==> src/rtl/eval_sched_pkg.sv <==
// Shared types and width helpers for the evaluation phase sequencer.
// Optional one-deep pending trigger buffer: EVAL_SCHED_PENDING_EN.
package eval_sched_pkg;

  typedef enum logic [1:0] {
    IDLE  = 2'd0,
    LATCH = 2'd1,
    EVAL  = 2'd2,
    OUT   = 2'd3
  } sched_state_t;

  localparam int DROP_W = 8;

  function automatic int lidx_w(input int n);
    return (n > 1) ? $clog2(n) : 1;
  endfunction

  function automatic int tmr_w(input int p);
    return (p > 1) ? $clog2(p) : 1;
  endfunction

endpackage

==> src/rtl/eval_scheduler_period_timer.sv <==
// Free-running deadline time base; ticks on the last count of each period.
// Frozen while en is low so deadlines shift with stalls.
module period_timer
  import eval_sched_pkg::*;
#(
  parameter int PERIOD_CYCLES = 10
) (
  input  logic clk,
  input  logic rst,
  input  logic en,
  output logic tick
);

  localparam int TW = tmr_w(PERIOD_CYCLES);
  localparam logic [TW-1:0] LAST = TW'(PERIOD_CYCLES - 1);

  logic [TW-1:0] cnt;

  always_ff @(posedge clk or negedge rst) begin
    if (!rst) begin
      cnt <= '0;
    end else if (en) begin
      if (cnt == LAST) cnt <= '0;
      else             cnt <= cnt + TW'(1);
    end
  end

  assign tick = (cnt == LAST);

endmodule

==> src/rtl/eval_scheduler.sv <==
// Phase sequencer: latch, one cycle per layer, then output phase.
// EVAL_SCHED_PENDING_EN buffers busy triggers; otherwise they are dropped.
module eval_scheduler
  import eval_sched_pkg::*;
#(
  parameter int NUM_INPUTS    = 1,
  parameter int NUM_LAYERS    = 3,
  parameter int PERIOD_CYCLES = 10
) (
  input  logic                  clk,
  input  logic                  rst,
  input  logic                  en,
  input  logic [NUM_INPUTS-1:0] newIn,
  output logic                  latchIn,
  output logic [NUM_INPUTS-1:0] evMask,
  output logic                  timedEval,
  output logic [NUM_LAYERS-1:0] layerEn,
  output logic                  outputPhase,
  output logic                  busy,
  output logic                  overrun,
  output logic [DROP_W-1:0]     dropCount
);

  localparam int KW = lidx_w(NUM_LAYERS);
  localparam logic [KW-1:0] LAST_K = KW'(NUM_LAYERS - 1);

  sched_state_t state, state_n;
  logic [KW-1:0] k, k_n;
  logic [NUM_INPUTS-1:0] mask_q, mask_n;
  logic timed_q, timed_n;
  logic ovr_q, ovr_n;
  logic [DROP_W-1:0] drop_q, drop_n;
  logic tick, trig;

`ifdef EVAL_SCHED_PENDING_EN
  logic pend_v, pv_n;
  logic [NUM_INPUTS-1:0] pend_m, pm_n;
  logic pend_t, pt_n;
`endif

  period_timer #(
    .PERIOD_CYCLES(PERIOD_CYCLES)
  ) u_timer (
    .clk (clk),
    .rst (rst),
    .en  (en),
    .tick(tick)
  );

  assign trig = (|newIn) | tick;

  always_comb begin
    state_n = state;
    k_n     = k;
    mask_n  = mask_q;
    timed_n = timed_q;
    ovr_n   = 1'b0;
    drop_n  = drop_q;
`ifdef EVAL_SCHED_PENDING_EN
    pv_n = pend_v;
    pm_n = pend_m;
    pt_n = pend_t;
`endif
    if (en) begin
      unique case (state)
        IDLE: begin
          if (trig) begin
            state_n = LATCH;
            mask_n  = newIn;
            timed_n = tick;
          end
        end
        LATCH: begin
          state_n = EVAL;
          k_n     = '0;
        end
        EVAL: begin
          if (k == LAST_K) state_n = OUT;
          else             k_n = k + KW'(1);
        end
        OUT: begin
          state_n = IDLE;
          mask_n  = '0;
          timed_n = 1'b0;
`ifdef EVAL_SCHED_PENDING_EN
          if (pend_v) begin
            state_n = LATCH;
            mask_n  = pend_m;
            timed_n = pend_t;
            pv_n    = 1'b0;
            pm_n    = '0;
            pt_n    = 1'b0;
          end else if (trig) begin
            // empty buffer: start the next pass straight away
            state_n = LATCH;
            mask_n  = newIn;
            timed_n = tick;
          end
`endif
        end
        default: state_n = IDLE;
      endcase

      if (state != IDLE && trig) begin
`ifdef EVAL_SCHED_PENDING_EN
        if (state == OUT) begin
          if (pend_v) begin
            pv_n = 1'b1;
            pm_n = newIn;
            pt_n = tick;
          end
        end else begin
          ovr_n = pend_v;
          pv_n  = 1'b1;
          pm_n  = pend_m | newIn;
          pt_n  = pend_t | tick;
        end
`else
        ovr_n = 1'b1;
`endif
      end

      if (ovr_n && drop_q != {DROP_W{1'b1}})
        drop_n = drop_q + DROP_W'(1);
    end
  end

  always_ff @(posedge clk or negedge rst) begin
    if (!rst) begin
      state   <= IDLE;
      k       <= '0;
      mask_q  <= '0;
      timed_q <= 1'b0;
      ovr_q   <= 1'b0;
      drop_q  <= '0;
    end else begin
      state   <= state_n;
      k       <= k_n;
      mask_q  <= mask_n;
      timed_q <= timed_n;
      ovr_q   <= ovr_n;
      drop_q  <= drop_n;
    end
  end

`ifdef EVAL_SCHED_PENDING_EN
  always_ff @(posedge clk or negedge rst) begin
    if (!rst) begin
      pend_v <= 1'b0;
      pend_m <= '0;
      pend_t <= 1'b0;
    end else begin
      pend_v <= pv_n;
      pend_m <= pm_n;
      pend_t <= pt_n;
    end
  end
`endif

  always_comb begin
    layerEn = '0;
    if (en && state == EVAL) begin
      for (int i = 0; i < NUM_LAYERS; i++)
        layerEn[i] = (k == KW'(i));
    end
  end

  assign latchIn     = en && (state == LATCH);
  assign outputPhase = en && (state == OUT);
  assign overrun     = en && ovr_q;
  assign busy        = (state != IDLE);
  assign evMask      = mask_q;
  assign timedEval   = timed_q;
  assign dropCount   = drop_q;

endmodule

==> config.mk <==
export PLATFORM = sky130hd
export DESIGN_NAME = eval_scheduler
export DESIGN_NICKNAME = d
export VERILOG_FILES = /design/src/rtl/eval_sched_pkg.sv /design/src/rtl/eval_scheduler_period_timer.sv /design/src/rtl/eval_scheduler.sv
export SDC_FILE = /design/constraint.sdc
export NUM_CORES = 1
export LEC_CHECK = 0
export CAP_MARGIN = 20
export CELL_PAD_IN_SITES_DETAIL_PLACEMENT = 1
export CELL_PAD_IN_SITES_GLOBAL_PLACEMENT = 1
export CORE_UTILIZATION = 38
export DETAILED_ROUTE_END_ITERATION = 10
export GPL_TIMING_DRIVEN = 1
export PLACE_DENSITY_LB_ADDON = 0.12
export SETUP_SLACK_MARGIN = 0.02
export SYNTH_ARGS = -nofsm -noshare
export SYNTH_HDL_FRONTEND = slang
export SYNTH_SLANG_ARGS = --single-unit
==> constraint.sdc <==
create_clock -name clk -period 1.8 [get_ports clk]
set_input_delay 0.36 -clock clk [delete_from_list [all_inputs] [get_ports clk]]
set_output_delay 0.36 -clock clk [all_outputs]
set_load 0.05 [all_outputs]
==> metrics.yaml, run 1 <==
status: "finished, final reports clean"
finalSetupViolations: 0
synth.distinct_cells: 30
crit_chain: "inv_1 > ha_2 > and3_4 > buf_12"
ioPinCount: 21
max_slew_margin_pct: 68.75
htreeDepth: 1
powerDensity_nw_per_um2: 1813
syn_avg_cell_area_sq_um: 10.01
finalPower_mw: 2.772
clock_latency_ps: 300
synthFlopType: "dfrtp_1"
dp_hpwl_mm: 1.938
grt-ovfl-total: 0
die_w_um: 55.09
critPathLaunchType: "flop"
slew_viol_final: 0
io_buffers: 20
initial_core_util_pct: 41.72
grt_pass1_vias: 924
synthCells: 107
routed_wl_mm: 2.728
synth-seq-cells: 19
clk_pin_slew_worst_paths_ps: 110
cts_buffers: 3
max_freq_ghz: 0.5714
cts_tree: "built"
leakage_nw: 0.7009
grt_first_pass_wirelength_mm: 3.933
r2r-end: "dropCount[2]"
slowest_delay_ps: 420
grt_setup_unrepaired: "yes"
cap_viol_max_count: 0
firstDrtPassIters: 4
reg2reg_from: "state[0]"
tightest_slew_ps: 466.2
cts_root_buffer: "clkbuf_4"
routabilityCongestion: 0.7621
crit_buf_inv: 2
fin_nets: 156
syn_nets: 120
skew_ps: 5.217
min_period_over_period_pct: 97.23
ys_warn_count: 0
fill_cells: 296
grt_max_degree: 20
crit_arrival_ps: 1390
ant_nets: 0
endpoint_kind: "output port"
grt_usage_pct: 18.82
r2r_cells: 7
wire_per_inst_um: 15.86
drc: 0
antenna_found_initial: 0
areaGrowthSynthToFinish_pct: 42.76
async_flop_share_pct: 100.0
ff2ff_setup_slack_ps: 120
drive_above_1_share_pct: 37.32
core.rowCount: 18
dr_wl_met2_mm: 1.412
synth-edff-count: 0
postLayoutCoreUtil_pct: 59.55
cts_buffer_depth: 2
cts.sinks: 19
syn_area_sq_um: 1071
hold_violations: 0
route.met3.wl_um: 107
critPathKind: "reg -> out"
layout_commonest_cell: "buf_4"
cp_slowest_cell: "dfrtp_1"
hold_class: "in -> async"
peakVddDrop_v: 0.001312
insertedDiodeCount: 0
drt-initial-drc-count: 6
die_h_um: 55.09
critPathRequiredTime_ps: 1440
path_delay_family: "flip-flops"
seq_area_frac_synth_pct: 44.39
final_cell_mix: "21 x buf_4, 19 x dfrtp_1, 9 x nand2_1, 8 x o21ai_0, 7 x buf_12"
fin_crit_ps: 1750
top_layer: "met4"
vias_per_cell: 5.326
die_area_sq_um: 3035
wl_met1_mm: 1.182
vias: 916
cts_hold_buf: 0
coreArea_sq_um: 2567
worstPathMaxFanout: 5
[synthesized netlist by cell type, drive strengths merged, types with 3 or more instances]
master | count | area [sq um]
nand2 | 9 | 33.78
inv | 8 | 30.03
nand3 | 5 | 25.02
nor2 | 4 | 15.01
and2 | 3 | 18.77
ha | 9 | 112.6
nand2b | 3 | 18.77
and3 | 4 | 25.02
nor3 | 3 | 20.02
dfrtp | 19 | 475.5
xor2 | 6 | 52.55
o21ai | 8 | 40.04
[flip-flops by register name, summed over array words and instances (netlist names)]
register and flops:
k 2, u_timer.cnt 4, dropCount 8, evMask 1
state 2, ovr_q 1, timedEval 1
[how the worst max path moves through the flow]
| stage | from | to | slack [ps] | depth (start not counted) |
|---|---|---|---|---|
| floorplan | dropCount[0] | dropCount[6] | 70 | 5 |
| CTS | k[0] | layerEn[2] | 30 | 4 |
| global placement | en | dropCount[1] | -30 | 5 |
| global route | k[0] | layerEn[2] | -20 | 4 |
| finish | k[0] | layerEn[2] | 50 | 4 |
| detailed placement | en | dropCount[6] | -100 | 5 |
[logic make-up (layout without fill, tap and decap cells)]
kind of cell	count (synthesis)	count (layout)	synth area share, %
mux	2	2	2.103
compound gates	19	19	11.33
simple gates	42	42	22.78
xor+xnor	7	7	5.724
flops	19	19	44.39
buf+inv	9	44	3.154
fa+ha+maj	9	9	10.51
[per-stage QoR]
step	TNS [ps]	hold slack, ps	cells	cell area [sq um]	worst slack [ps]
final	0	371.7	172	1529	49.94
after global routing	-16.29	402.0	172	1529	-16.29
after CTS	0	378.5	171	1470	28.63
after detailed placement	-372.7	511.3	164	1410	-101.6
after global placement	-134.9	495.9	164	1410	-33.21
after floorplan	0	64.41	107	1071	74.59
[power breakdown]
| part | switching (mW) | total [mW] | internal (mW) |
|---|---|---|---|
| clock network | 0.138 | 0.224 | 0.0865 |
| registers | 0.216 | 0.833 | 0.617 |
| logic | 0.994 | 1.72 | 0.721 |
[per-layer routing]
| metal | global-route usage, % | vias up |
|---|---|---|
| li1 | - | 444 |
| met2 | 33.53 | 16 |
| met3 | 6.011 | 5 |
| met4 | 5.000 | 0 |
| met1 | 21.49 | 451 |
| met5 | 0 | - |
[layout make-up]
class | count | area [sq um] | area share, %
multi-input cells | 79 | 621.8 | 40.67
flip-flops and latches | 19 | 475.5 | 31.10
repair buffers | 32 | 337.8 | 22.09
well taps | 30 | 37.54 | 2.455
inverters | 8 | 30.03 | 1.964
clock buffers | 4 | 26.28 | 1.718
[timing repair]
item	4_1_cts	5_1_grt
pin swaps	0	2
hold endpoints to repair	0	0
setup buffers	3	1
gates resized for setup	4	15
setup endpoints to repair	6	11
(Power assumes the default switching activity.)
==> inputs of run 2 (changes only) <==
ABC_AREA = 0   (was not set)
SLEW_MARGIN = 20   (was not set)
==> results of run 2 <==
Same layout as run 1: the final DEF is identical, and so are final timing and power.
